**config.mk**
```make
export PLATFORM = sky130hd
export DESIGN_NAME = tcdm_bank_responder
export DESIGN_NICKNAME = d
export VERILOG_FILES = /design/src/rtl/tcdm_bank_responder.sv
export SDC_FILE = /design/constraint.sdc
export NUM_CORES = 1
export LEC_CHECK = 0
export BUFFER_PORTS_ARGS = -buffer_cell sky130_fd_sc_hd__clkbuf_2
export CAP_MARGIN = 20
export CORE_ASPECT_RATIO = 1.75
export CORE_UTILIZATION = 41
export CTS_CLUSTER_SIZE = 28
export DETAILED_ROUTE_END_ITERATION = 6
export GPL_TIMING_DRIVEN = 0
export HOLD_SLACK_MARGIN = 0.06
export PLACE_DENSITY = 0.84
export SYNTH_ARGS = -nofsm -noshare
export SYNTH_HDL_FRONTEND = slang
export SYNTH_SLANG_ARGS = --single-unit
export TNS_END_PERCENT = 50
```
**constraint.sdc**
```tcl
create_clock -name clk_i -period 2.2 [get_ports clk_i]
set_input_delay 0 -clock clk_i [delete_from_list [all_inputs] [get_ports clk_i]]
set_output_delay 0 -clock clk_i [all_outputs]
set_load 0.01 [all_outputs]
```
**src/rtl/tcdm_bank_responder.sv**
```systemverilog
// ---------------------------------------------------------------------------
// tcdm_bank_responder
//
// Target-side endpoint of the request/response crossbar for one memory bank.
// Requests are issued straight to a fixed-latency SRAM macro. The tag of each
// request ({ini_addr, wen}) travels alongside the SRAM access in a valid-tagged
// shift pipeline. When the tag leaves the pipeline it is joined with the SRAM
// read data and queued in an in-order response FIFO. Every request gets exactly
// one response.
//
// Admission is credit based. A credit counter tracks requests that have been
// accepted but not yet popped from the response side. A request is accepted
// only while the counter is below RespFifoDepth. This guarantees a free FIFO
// slot for every SRAM read in flight, so the pipeline never has to stall and
// response backpressure never loses data.
//
// Optional build macro:
//   TCDM_BANK_RESPONDER_FALLTHROUGH_EN
//     If the FIFO is empty when an entry leaves the pipeline, that entry is
//     shown on resp_* in the same cycle. If it is consumed in that cycle, it
//     is never written to the FIFO. This lowers the response latency by one
//     cycle. When the macro is undefined, responses always come out of the
//     registered FIFO.
//
// Ports:
//   clk_i, rst_i            clock, synchronous active-high reset
//   req_valid_i/ready_o     request handshake
//   req_ini_addr_i          initiator tag, returned with the response
//   req_addr_i/wen_i/be_i/wdata_i  word address, 1=write, byte enables, data
//   resp_valid_o/ready_i    response handshake
//   resp_ini_addr_o         tag of the responded request
//   resp_rdata_o            read data (0 for writes)
//   mem_req_o/we_o/addr_o/be_o/wdata_o  SRAM command, asserted in accept cycle
//   mem_rdata_i             SRAM read data, MemLatency cycles after mem_req_o
// ---------------------------------------------------------------------------
module tcdm_bank_responder #(
    parameter int unsigned  NumIn         = 4,
    parameter int unsigned  AddrWidth     = 10,
    parameter int unsigned  DataWidth     = 32,
    parameter int unsigned  MemLatency    = 1,
    parameter int unsigned  RespFifoDepth = 2,
    localparam int unsigned IniAddrWidth  = (NumIn == 1) ? 1 : $clog2(NumIn),
    localparam int unsigned BeWidth       = DataWidth / 8
) (
    input  logic                    clk_i,
    input  logic                    rst_i,
    // crossbar request
    input  logic                    req_valid_i,
    output logic                    req_ready_o,
    input  logic [IniAddrWidth-1:0] req_ini_addr_i,
    input  logic [AddrWidth-1:0]    req_addr_i,
    input  logic                    req_wen_i,
    input  logic [BeWidth-1:0]      req_be_i,
    input  logic [DataWidth-1:0]    req_wdata_i,
    // crossbar response
    output logic                    resp_valid_o,
    input  logic                    resp_ready_i,
    output logic [IniAddrWidth-1:0] resp_ini_addr_o,
    output logic [DataWidth-1:0]    resp_rdata_o,
    // SRAM macro
    output logic                    mem_req_o,
    output logic                    mem_we_o,
    output logic [AddrWidth-1:0]    mem_addr_o,
    output logic [BeWidth-1:0]      mem_be_o,
    output logic [DataWidth-1:0]    mem_wdata_o,
    input  logic [DataWidth-1:0]    mem_rdata_i
);

    // -----------------------------------------------------------------------
    // Elaboration checks
    // -----------------------------------------------------------------------
    if (MemLatency < 1 || MemLatency > 4) begin : g_bad_latency
        $fatal(1, "tcdm_bank_responder: MemLatency must be in 1..4");
    end
    if (RespFifoDepth < 1) begin : g_bad_depth
        $fatal(1, "tcdm_bank_responder: RespFifoDepth must be >= 1");
    end

    localparam int unsigned DepthC = (RespFifoDepth < 1) ? 1 : RespFifoDepth;
    localparam int unsigned CntW   = $clog2(DepthC + 1);
    localparam int unsigned PtrW   = (DepthC == 1) ? 1 : $clog2(DepthC);

    typedef struct packed {
        logic [IniAddrWidth-1:0] ini;
        logic                    wen;
    } tag_t;

    typedef struct packed {
        logic [IniAddrWidth-1:0] ini;
        logic [DataWidth-1:0]    data;
    } resp_t;

    // -----------------------------------------------------------------------
    // Handshakes and credit counter
    // -----------------------------------------------------------------------
    logic            accept;
    logic            pop;
    logic [CntW-1:0] cnt_q, cnt_d;

    assign req_ready_o = !rst_i && (cnt_q < CntW'(DepthC));
    assign accept      = req_valid_i && req_ready_o;
    assign pop         = resp_valid_o && resp_ready_i;

    always_comb begin
        cnt_d = cnt_q;
        if (accept && !pop) begin
            cnt_d = cnt_q + CntW'(1);
        end else if (!accept && pop) begin
            cnt_d = cnt_q - CntW'(1);
        end
    end

    // -----------------------------------------------------------------------
    // SRAM command: pass-through, qualified by accept
    // -----------------------------------------------------------------------
    assign mem_req_o   = accept;
    assign mem_we_o    = req_wen_i;
    assign mem_addr_o  = req_addr_i;
    assign mem_be_o    = req_be_i;
    assign mem_wdata_o = req_wdata_i;

    // -----------------------------------------------------------------------
    // Tag pipeline. It is kept aligned with the SRAM read latency. The last
    // stage is valid in the same cycle that mem_rdata_i carries its data.
    // -----------------------------------------------------------------------
    logic [MemLatency-1:0] vld_pipe_q, vld_pipe_d;
    tag_t [MemLatency-1:0] tag_pipe_q, tag_pipe_d;

    always_comb begin
        vld_pipe_d    = vld_pipe_q;
        tag_pipe_d    = tag_pipe_q;
        vld_pipe_d[0] = accept;
        tag_pipe_d[0] = '{ini: req_ini_addr_i, wen: req_wen_i};
        for (int k = 1; k < MemLatency; k++) begin
            vld_pipe_d[k] = vld_pipe_q[k-1];
            tag_pipe_d[k] = tag_pipe_q[k-1];
        end
    end

    logic  exit_vld;
    tag_t  exit_tag;
    resp_t exit_entry;

    assign exit_vld   = vld_pipe_q[MemLatency-1];
    assign exit_tag   = tag_pipe_q[MemLatency-1];
    // Write responses carry no data. Force zero so SRAM output noise never leaks.
    assign exit_entry = '{ini: exit_tag.ini, data: exit_tag.wen ? '0 : mem_rdata_i};

    // -----------------------------------------------------------------------
    // Response FIFO (circular buffer)
    // -----------------------------------------------------------------------
    resp_t [DepthC-1:0] fifo_q, fifo_d;
    logic  [PtrW-1:0]   wptr_q, wptr_d;
    logic  [PtrW-1:0]   rptr_q, rptr_d;
    logic  [CntW-1:0]   fcnt_q, fcnt_d;
    logic               fifo_empty;
    logic               fifo_push;
    logic               fifo_pop;
    resp_t              head;

    assign fifo_empty = (fcnt_q == '0);

    function automatic logic [PtrW-1:0] ptr_inc(input logic [PtrW-1:0] p);
        return (p == PtrW'(DepthC - 1)) ? '0 : p + PtrW'(1);
    endfunction

`ifdef TCDM_BANK_RESPONDER_FALLTHROUGH_EN
    logic bypass;
    // An exiting entry meets an empty FIFO. Present it directly and skip the
    // write when it is taken in the same cycle. Otherwise it lands in the
    // FIFO, and next cycle the FIFO head shows the same payload, so the
    // output stays stable.
    assign bypass       = fifo_empty && exit_vld;
    assign resp_valid_o = !rst_i && (!fifo_empty || exit_vld);
    assign head         = fifo_empty ? exit_entry : fifo_q[rptr_q];
    assign fifo_pop     = pop && !fifo_empty;
    assign fifo_push    = exit_vld && !(bypass && resp_ready_i);
`else
    assign resp_valid_o = !rst_i && !fifo_empty;
    assign head         = fifo_q[rptr_q];
    assign fifo_pop     = pop;
    // The push is unconditional. Credit admission guarantees a free slot.
    assign fifo_push    = exit_vld;
`endif

    assign resp_ini_addr_o = head.ini;
    assign resp_rdata_o    = head.data;

    always_comb begin
        fifo_d = fifo_q;
        wptr_d = wptr_q;
        rptr_d = rptr_q;
        fcnt_d = fcnt_q;
        if (fifo_push) begin
            fifo_d[wptr_q] = exit_entry;
            wptr_d         = ptr_inc(wptr_q);
        end
        if (fifo_pop) begin
            rptr_d = ptr_inc(rptr_q);
        end
        if (fifo_push && !fifo_pop) begin
            fcnt_d = fcnt_q + CntW'(1);
        end else if (!fifo_push && fifo_pop) begin
            fcnt_d = fcnt_q - CntW'(1);
        end
    end

    // -----------------------------------------------------------------------
    // State registers
    // -----------------------------------------------------------------------
    // Reset drops everything in flight. Without a valid bit, the payload
    // storage is never observed, so it carries no reset.
    always_ff @(posedge clk_i) begin
        if (rst_i) begin
            cnt_q      <= '0;
            vld_pipe_q <= '0;
            wptr_q     <= '0;
            rptr_q     <= '0;
            fcnt_q     <= '0;
        end else begin
            cnt_q      <= cnt_d;
            vld_pipe_q <= vld_pipe_d;
            wptr_q     <= wptr_d;
            rptr_q     <= rptr_d;
            fcnt_q     <= fcnt_d;
        end
    end

    always_ff @(posedge clk_i) begin
        tag_pipe_q <= tag_pipe_d;
        fifo_q     <= fifo_d;
    end

    // -----------------------------------------------------------------------
    // Simulation-only sanity checks
    // -----------------------------------------------------------------------
    always_ff @(posedge clk_i) begin
        if (!rst_i) begin
            assert (!(accept && !pop && cnt_q == CntW'(DepthC)));
            assert (!(pop && !accept && cnt_q == '0));
            assert (!(fifo_push && !fifo_pop && fcnt_q == CntW'(DepthC)));
        end
    end

endmodule

```
* Yosys cells after proc, flatten, opt, wreduce, memory -nomap -nowiden *
Index checks and enable logic that the tools add are counted.

word-level totals
  register bits = 78
  input port bits = 85
  logic and storage cells = 50

cells by class
  add/sub/neg operators = 6
  magnitude comparators = 4
  mux-type cells = 12
  reductions and logical operators = 17

operators by type and width
  kind                                                 number
  2-to-1 mux 34 bit                                    3
  bitwise mux 68 bit                                   1
  demux 34 bit (select 1 bit)                          1
  2-to-1 mux 32 bit                                    1
  logical AND 1 bit                                    9
  2-to-1 mux 2 bit                                     4
  zero test 1 bit                                      5
  adder 2 x 1 -> 2 bit (second input constant)         2
  < comparator 1 x 2 -> 1 bit (second input constant)  2
  nonzero test 2 bit                                   2
  subtractor 2 x 1 -> 2 bit (second input constant)    2
  adder 1 bit (second input constant)                  2
  zero test 2 bit                                      1
  < comparator 2 bit (second input constant)           1
  2-to-1 mux 1 bit                                     2
  >= comparator 1 bit (second input constant)          1

* Depth between registers and ports, before layout *
  word-level depth = 7
  mapped depth = 7
  depth with buffers taken out = 7

* Worst setup path after synthesis *
No wires, ideal clock.

  path type = register -> register
  start = reg vld_pipe_q, in the netlist exit_vld
  end = reg fifo_q[0] (netlist name), enable pin
  arrival = 1.919 ns
  data required time = 1.771 ns
  path slack = -0.149 ns
  stages on the path, launching flop included = 2
  path buffers = 0
  cell sequence = dfxtp_1 nor2b_1

RTL lines
  what                      RTL line  source
  start: declaration        126       logic [MemLatency-1:0] vld_pipe_q, vld_pipe_d;
  start signal: assignment  222       vld_pipe_q <= vld_pipe_d;
  end signal: assignment    231       fifo_q <= fifo_d;
  end: declaration          152       resp_t [DepthC-1:0] fifo_q, fifo_d;

No word-level cell between the ends.

* Worst setup path after layout *
  start = in rst_i
  end = reg cnt_q[1]

between the ends
  cells in the longest elaborated chain, start to end = 6
  elaborated cells between the ends (all ways) = 11

ends and longest elaborated chain
  what                                                           RTL line  source
  start: declaration                                             46        input logic rst_i,
  zero test 1 bit                                                -
  logical AND 1 bit, on equally long branches                    179, 100
  logical AND 1 bit, on equally long branches                    102, 101
  zero test 1 bit, on equally long branches                      106, 108
  logical AND 1 bit, on equally long branches                    106, 108
  2-to-1 mux 2 bit / nonzero test 2 bit (equally long branches)  -
  end signal: assignment                                         221       cnt_q <= cnt_d;
  end: declaration                                               98        logic [CntW-1:0] cnt_q, cnt_d;

Parallel ways exist; a longest one is shown, timed or not.
A chain may end at the register's enable or synchronous reset.

==> impl_metrics.toml <==
[timing]
setup_tns_ns = 0
hold_viol = 0
fmax_mhz = 591
slew_headroom_pct = 45.2
finalSetupViolCount = 0
finalCritPeriodShare_pct = 76.9
worstMarginPinSlew_ns = 0.822
rsz0062_at_grt = "false"
period_needed_ns = 1.69
drv_slew = 0
fin_ws_ns = 0.508
fin_skew_ns = 0.00493

[grt]
grt_overflow = 0
track_usage_pct = 16.5
met1_usage_pct = 14.6
gr-usage-met3_pct = 4.11
antenna_found_initial = 0
grt_util_met2_pct = 32.6
grt_busiest_layer = "met2"
grt_pass1_vias = 2300
grt_pass1_wl_mm = 10.3
grt_max_degree = 35

[clock_network]
tritoncts = "yes"
cts_resized = 0
root_buffer = "clkbuf_16"
htreeDepth = 3
clock-sinks = 78
path_clk_slew_ns = 0.05
clkLatencyLatePin_ns = 0.32
clock_path_buffers = 2
cts_buffers = 9

[place]
place.gp.congestion = 0.738
place_ws_ns = 0.599
portBuffers = 121
hpwl_mm = 4.93

[floorplanning]
die-area_um2 = 8650
dieWidth_um = 70.7
die_y_um = 122
coreArea_um2 = 7960
rows = 43
initial_core_util_pct = 42.6
io_pins = 169

[route]
vias = 2266
drtPass1Iterations = 7
wirelength_mm = 6.90
wl_per_cell_um = 14.1
drtIter0Drc = 51
drc = 12
viasPerCell = 4.62
ant_nets = 0

[layout]
final_cell_mix = "clkbuf_2, edfxtp_1, buf_4, dlygate4sd3_1, mux2_2"
drive_gt1_share_pct = 55.6
final_common_cell = "clkbuf_2"
fin_nets = 483
antenna_cells = 0
area_growth_pct = 42.5

[logic_synthesis]
yosys_register_bits = 78
synth_top_family_by_area = "buffers and inverters"
syn-cell-area_um2 = 3390
yosysWarnings = 0
synth_xor_area_share_pct = 1.55
seq_area_frac_synth_pct = 66.1
synth_mux_area_share_pct = 11.3
synthesis.nets = 313
synthSimpleGateAreaFrac_pct = 7.90
synth_cell_types = 16
synthAdderAreaFrac_pct = 0.738
syn-mean-instance-area_um2 = 15.0
synth-compound-area-share_pct = 0.738
synth_cells = 226

[run]
maxCapViolations = 0

[worst_setup_path]
critical_path_buf_inv_count = 2
path_class = "in2reg"
cpLargestDelayFamily = "buffers and inverters"
crit_fanout = 8
worstPathArrival_ns = 1.95
endpoint_kind = "flip-flop"
start_kind = "input port"
worstPathCellList = "dlygate4sd3_1 -> clkbuf_1 -> nor2_1 -> and2_1 -> ha_1 -> or3_1 -> a21oi_1"
cpPeakStageDelay_ns = 0.52
required_ns = 2.45
slowest_stage = "dlygate4sd3_1"

[status]
violations = "DRC"
status = "finished, violations left"

[power]
p_leak_nw = 2.07
vdd_drop_max_mv = 0.458
p_per_area_nw_per_um2 = 828

[hold_path]
hold_class = "in2reg"
==> worst reg2reg max path: cells and delay by family (launching register included) <==
family          cells  cell delay (ns)
flops               1             0.39
simple gates        4             0.66
fa+ha+maj           1             0.33
compound gates      1             0.14
==> routing by layer <==
| layer | vias to the layer above | wire, um |
|---|---|---|
| li1 | 1086 | - |
| met1 | 1031 | 2280 |
| met2 | 134 | 3920 |
| met3 | 15 | 517 |
| met4 | 0 | 184 |
| met5 | - | 0 |
==> synthesized netlist by cell type (all sizes together) <==
library cell | count | share of area [%]
xor2 | 5 | 1.3
dfxtp | 10 | 5.9
buf | 51 | 11
ha | 2 | 0.74
xnor2 | 1 | 0.26
o21ai | 3 | 0.44
edfxtp | 68 | 60
clkbuf | 4 | 0.44
mux2 | 34 | 11
and2 | 3 | 0.55
nor2b | 33 | 6.1
nand2 | 1 | 0.11
or3 | 2 | 0.37
nor2 | 7 | 0.78
a21oi | 2 | 0.30
==> power breakdown <==
group / switching, mW / internal, mW
registers: 0.0365 / 1.71
logic: 0.352 / 0.412
clock network: 0.526 / 0.963
total: 0.914 / 3.09
==> worst paths after layout <==
kind         depth (start not counted)            start  slack (ns)         end
max                                  7            rst_i        0.51    cnt_q[1]
min                                  2  mem_rdata_i[29]        0.07  fifo_q[63]
min reg2reg                          0   exit_entry[32]        0.43  fifo_q[32]
max reg2reg                          6        fcnt_q[0]        0.61    cnt_q[1]
==> cells by family after synthesis <==
family / after synthesis
mux: 34
simple gates: 46
xor+xnor: 6
buf+inv: 55
compound gates: 5
fa+ha+maj: 2
flops: 78
==> final cells by class <==
type / instances / area, um^2
multi-input cells: 93 / 762
plain buffers: 55 / 395
clock buffers: 15 / 310
flip-flops and latches: 78 / 2240
clock inverters: 1 / 7.51
repair buffers: 159 / 1000
well taps: 90 / 113
fillers: 650 / 3130
==> sequential cells by signal (all words and copies together), names as in the netlist <==
signal and cells:
fifo_q 68, cnt_q 2, exit_entry 2, fcnt_q 2, exit_tag 1, exit_vld 1
rptr_q 1, wptr_q 1
==> timing repair <==
action	4_1_cts	5_1_grt
endpoints found under the hold margin	72	0
buffers inserted	0	0
hold buffers	37	0
==> stage by stage <==
stage	util, %	hold WS [ns]	area (um^2)	total power, mW	std cells
after floorplan	-	0.0277	3390	2.23	226
after global placement	51.6	0.105	4110	2.47	437
after detailed placement	52.1	0.105	4150	2.50	438
after CTS	60.7	0.0620	4830	4.05	491
after global routing	60.7	0.0742	4830	4.17	491
final	60.7	0.0689	4830	4.00	491
Note: power is estimated with default switching activity, not from simulation.
